$ cat src/rtl/regfile_wr_demux16.sv
// regfile_wr_demux16
//   Write side of the 16-entry register file. Write-back requests (rd + data)
//   arrive over a valid/ready handshake and are queued in a small FIFO. Each
//   cycle the FIFO head, if any, is retired: rd is decoded 1-of-16 and the
//   selected register is updated. All registers are exposed flat for the
//   rs1/rs2 read muxes.
//
// Parameters
//   W      data width of each register
//   DEPTH  write-back FIFO depth (power of 2, >= 2)
//
// Ports
//   clk        clock, all state updates on the rising edge
//   rst_n      synchronous reset, active low
//   wb_valid   write request present
//   wb_ready   FIFO can accept a request (from registered level only)
//   wb_rd      destination register index
//   wb_data    data to write
//   wr_hold    1 = do not retire FIFO entries this cycle
//   regs_flat  register contents; x(i) = regs_flat[i*W +: W]
//   wr_strobe  registered one-hot of the register written at the last edge
//   wb_level   FIFO occupancy, 0..DEPTH
//
// Configuration
//   REGWR_X0_ZERO_EN  when defined, x0 is hardwired to zero: a retire with
//                     rd=0 pops the entry but writes nothing and raises no
//                     strobe. When undefined, x0 is an ordinary register.

module regfile_wr_demux16 #(
    parameter int unsigned W     = 16,
    parameter int unsigned DEPTH = 2
) (
    input  logic                       clk,
    input  logic                       rst_n,
    input  logic                       wb_valid,
    output logic                       wb_ready,
    input  logic [3:0]                 wb_rd,
    input  logic [W-1:0]               wb_data,
    input  logic                       wr_hold,
    output logic [16*W-1:0]            regs_flat,
    output logic [15:0]                wr_strobe,
    output logic [$clog2(DEPTH):0]     wb_level
);

    localparam int unsigned AW = $clog2(DEPTH);
    localparam logic [AW:0] LevelFull = (AW+1)'(DEPTH);

`ifdef REGWR_X0_ZERO_EN
    localparam int FirstReg = 1;
`else
    localparam int FirstReg = 0;
`endif

    // Write-back FIFO storage and control
    logic [3:0]    fifo_rd_q   [DEPTH];
    logic [W-1:0]  fifo_data_q [DEPTH];
    logic [AW-1:0] wr_ptr_q;
    logic [AW-1:0] rd_ptr_q;
    logic [AW:0]   level_q;

    // Register file; x0 has no storage when it is hardwired to zero
    logic [W-1:0]  regs_q [FirstReg:15];
    logic [15:0]   strobe_q;

    logic          push;
    logic          pop;
    logic [3:0]    head_rd;
    logic [W-1:0]  head_data;
    logic [15:0]   strobe_d;

    // Ready never looks at the retire of the current cycle: no push-through when full.
    assign wb_ready  = rst_n & (level_q != LevelFull);
    assign push      = wb_valid & wb_ready;
    assign pop       = (level_q != '0) & ~wr_hold;
    assign head_rd   = fifo_rd_q[rd_ptr_q];
    assign head_data = fifo_data_q[rd_ptr_q];

    // 1-of-16 decode of the head destination, qualified by the retire
    always_comb begin
        strobe_d = '0;
        if (pop) begin
            for (int i = FirstReg; i < 16; i++) begin
                strobe_d[i] = (head_rd == 4'(i));
            end
        end
    end

    always_ff @(posedge clk) begin
        if (!rst_n) begin
            wr_ptr_q <= '0;
            rd_ptr_q <= '0;
            level_q  <= '0;
            strobe_q <= '0;
            for (int i = FirstReg; i < 16; i++) begin
                regs_q[i] <= '0;
            end
        end else begin
            if (push) begin
                fifo_rd_q[wr_ptr_q]   <= wb_rd;
                fifo_data_q[wr_ptr_q] <= wb_data;
                wr_ptr_q              <= wr_ptr_q + AW'(1);
            end
            if (pop) begin
                rd_ptr_q <= rd_ptr_q + AW'(1);
            end
            unique case ({push, pop})
                2'b10:   level_q <= level_q + (AW+1)'(1);
                2'b01:   level_q <= level_q - (AW+1)'(1);
                default: level_q <= level_q;
            endcase
            // Head is read before the push lands, so a retire never writes
            // the entry pushed at the same edge.
            for (int i = FirstReg; i < 16; i++) begin
                if (strobe_d[i]) begin
                    regs_q[i] <= head_data;
                end
            end
            strobe_q <= strobe_d;
        end
    end

    for (genvar g = 0; g < 16; g++) begin : g_flat
        if (g < FirstReg) begin : g_zero
            assign regs_flat[g*W +: W] = '0;
        end else begin : g_reg
            assign regs_flat[g*W +: W] = regs_q[g];
        end
    end

    assign wr_strobe = strobe_q;
    assign wb_level  = level_q;

endmodule

$ cat config.mk
export PLATFORM = sky130hd
export DESIGN_NAME = regfile_wr_demux16
export DESIGN_NICKNAME = d
export VERILOG_FILES = /design/src/rtl/regfile_wr_demux16.sv
export SDC_FILE = /design/constraint.sdc
export NUM_CORES = 1
export LEC_CHECK = 0
export ABC_CLOCK_PERIOD_IN_PS = 2650
export CORE_ASPECT_RATIO = 0.8
export CORE_MARGIN = 1.5
export CORE_UTILIZATION = 44
export DETAILED_ROUTE_END_ITERATION = 16
export PLACE_DENSITY = 0.76
export SLEW_MARGIN = 30
export SYNTH_ARGS = -nofsm -noshare
export SYNTH_HDL_FRONTEND = slang
export SYNTH_SLANG_ARGS = --single-unit
$ cat constraint.sdc
create_clock -name clk -period 2.65 [get_ports clk]
set_input_delay 0.53 -clock clk [delete_from_list [all_inputs] [get_ports clk]]
set_output_delay 0.53 -clock clk [all_outputs]
set_load 0.01 [all_outputs]
==> flow_metrics.tcl <==
set metrics [dict create \
    status "completed" \
    leakage_nw 5.86 \
    drive_above_1_share_pct 11.8 \
    slew_violations 0 \
    power_switching_mw 3.12 \
    end_kind "output pin" \
    power_frac_clock_pct 34.8 \
    async_flop_share_pct 0 \
    crit_type "reg2out" \
    grt_pass1_wl_mm 44.8 \
    ctsResizeCount 0 \
    synth-compound-area-share_pct 2.82 \
    rr_worst_depth 5 \
    top_layer "met5" \
    min_to "rd_ptr_q" \
    timing.final.crit_share_pct 93.4 \
    io_pins 299 \
    irDropWorstVdd_v 0.000644 \
    intPower_mw 9.43 \
    met3_length_mm 2.84 \
    crit_fanout 6 \
    multi_input_area_mm2 0.00207 \
    synthesis.area_mm2 0.0116 \
    setup_tns_ps 0 \
    synth_top_family_by_area "simple AND/OR/NAND/NOR gates" \
    cts_tree "yes" \
    yosysWarnings 0 \
    power_density_mw_per_mm2 770 \
    skew_ps 22.9 \
    fp-row-count 52 \
    firstDrtPassIters 5 \
    wire_per_inst_um 21.3 \
    area_growth_pct 40.7 \
    r2r_end "regs_q[1][119]" \
    synth-edff-count 296 \
    min-delay-start "rd_ptr_q" \
    die-area_mm2 0.0273 \
    synth.area.mux_share_pct 1.88 \
    route.met2.wl_mm 14.7 \
    fp.dieW_um 184 \
    clock-sinks 317 \
    yosysTopAreaCell "edfxtp_1" \
    synth_seq_area_share_pct 80.4 \
    maxCapViolations 0 \
    slew_headroom_pct 51.0 \
    cts-buffers-inserted 31 \
    ys_ff_latch 317 \
    synth_simple_gate_area_share_pct 12.4 \
    routed_via_density 5.10 \
    gp_congestion 0.798 \
    wl_met1_mm 12.4 \
    antenna_found_initial 3 \
    design_area_mm2 0.0163 \
    startpoint_type "flop" \
    syn_inst 741 \
    root_buffer "clkbuf_16" \
    tightest_slew_ps 727 \
    clk_latency_ps 550 \
    finalCriticalPeriod_ps 2480 \
    hold_buffers 0 \
    min_delay_path_depth 2 \
    core_mm2 0.0256 \
    vias 7404 \
    seqCellArea_mm2 0.00931 \
    p_sw_share_pct 24.9 \
    rrSetupSlack_ps 390 \
    synthAdderAreaFrac_pct 0.108 \
    required_ps 2120 \
    max_freq_mhz 404 \
    grt_start_max_net_pins 69 \
    cp.arrival_ps 1950 \
    port-buffer-count 298 \
    ant_nets 0 \
    place_area_mm2 0.0153 \
    grt_overflow_total 0 \
    avgSynthCellArea_um2 15.6 \
    htree_levels 1 \
    nNetsFinal 1099 \
    setup_viol 0 \
    grt.total_usage_pct 22.3 \
    cts_setup_buffers 0 \
    path_clk_slew_ps 60 \
    routed_wl_mm 30.9 \
    syn_nets 766 \
    seqPwrFrac_pct 48.6 \
    post-route-util_pct 63.7 \
    yosysUniqueCellTypes 34 \
    synth.area.top_cells "edfxtp_1, nor2_1, dfxtp_1" \
    synth_common_cells "edfxtp_1, nor2_1, o21ai_0, and3b_1, clkbuf_1" \
    fp.dieH_um 148 \
    synth_xor_area_share_pct 0.227 \
    hold_viol 0 \
    cts.path.max_buffers 3 \
    drt_iter0_drc 719 \
    place_hpwl_mm 22.1 \
    synth-main-ff-cell "edfxtp_1" \
    grt_pass1_vias 7217 \
    combPwrFrac_pct 16.6 \
    drt_drc_violations_left 0 \
    rsz0062_at_grt "false" \
    synth_top_area_share_pct 76.7 \
    start_util_pct 45.3 \
    n_fill_cell 1821 \
    hold_path_class "reg2reg" \
    synth_most_common_cell "edfxtp_1" \
]
-- layout make-up --
class	instances	share of cell area [%]
tap	351	2.69
multi-input combinational	363	12.7
timing repair buffer	342	20.8
inverter	19	0.438
antenna	3	0.0461
clock buffer	42	5.07
sequential	317	57.1
clock inverter	15	1.08
-- metrics by stage --
step | cells | power, mW | hold slack, ps | worst slack [ps]
after floorplan | 741 | 7.14 | 481 | -92.3
after global placement | 1392 | 8.23 | 496 | 263
after detailed placement | 1392 | 8.28 | 511 | 230
after CTS | 1449 | 12.6 | 528 | 143
after global routing | 1451 | 13.0 | 553 | 79.1
final | 1452 | 12.5 | 524 | 175
-- how the worst max path moves through the flow --
| stage | slack, ps | cells past startpoint | end | startpoint |
|---|---|---|---|---|
| after global routing | 80 | 3 | wb_ready | wb_level[0] |
| after CTS | 140 | 3 | wb_ready | wb_level[0] |
| after floorplan | -90 | 6 | regs_q[1][100] | flop |
| after global placement | 260 | 4 | regs_q[0][8] | wr_hold |
| after detailed placement | 230 | 4 | regs_q[0][8] | wr_hold |
| final | 170 | 3 | wb_ready | wb_level[0] |
-- worst max-delay path: stages, from the launching register on --
cell	delay [ps]
dfxtp_1	470
nand2b_1	240
and2_1	160
clkdlybuf4s50_1	540
-- per-layer routing --
metal | vias to the layer above | global-route usage, %
met3 | 60 | 5.80
met1 | 3640 | 29.6
met4 | 2 | 6.80
met2 | 346 | 36.4
li1 | 3356 | -
met5 | - | 0
-- power groups by stage --
stage | Sequential, mW | Combinational [mW] | Clock [mW]
2_1_floorplan | 6.33 | 0.815 | 0
3_3_place_gp | 6.20 | 2.03 | 0
3_5_place_dp | 6.20 | 2.08 | 0
4_1_cts | 6.10 | 2.09 | 4.42
5_1_grt | 6.13 | 2.22 | 4.62
6_report | 6.10 | 2.08 | 4.37
-- registers in the layout (all words and copies together) (netlist names), named ones only --
signal and flops:
regs_q 256, wr_strobe 16, fifo_rd_q 8, rd_ptr_q 1, wb_level 2, wr_ptr_q 1, fifo_data_q 32
-- kinds of logic (layout without fill, tap and decap cells) --
group           after synthesis  count (layout)
fa+ha+maj                     1               1
simple gates                282             282
xor+xnor                      3               3
compound gates               59              59
mux                          18              18
buf+inv                      61             418
other cells                   0               3
flops                       317             317
-- layout by cell type (no fill, tap or decap), types with 10 or more instances in the layout --
cell type,instances
nor3b_1,18
inv_1,19
clkbuf_1,10
clkdlybuf4s50_1,297
clkbuf_16,31
mux2_2,16
o21ai_0,26
buf_4,37
nor2_1,164
dfxtp_1,20
nor3_1,11
and3_1,17
and3b_1,35
nand2_1,18
o21ai_1,13
edfxtp_1,296
Power figures use the tool's default switching activity.
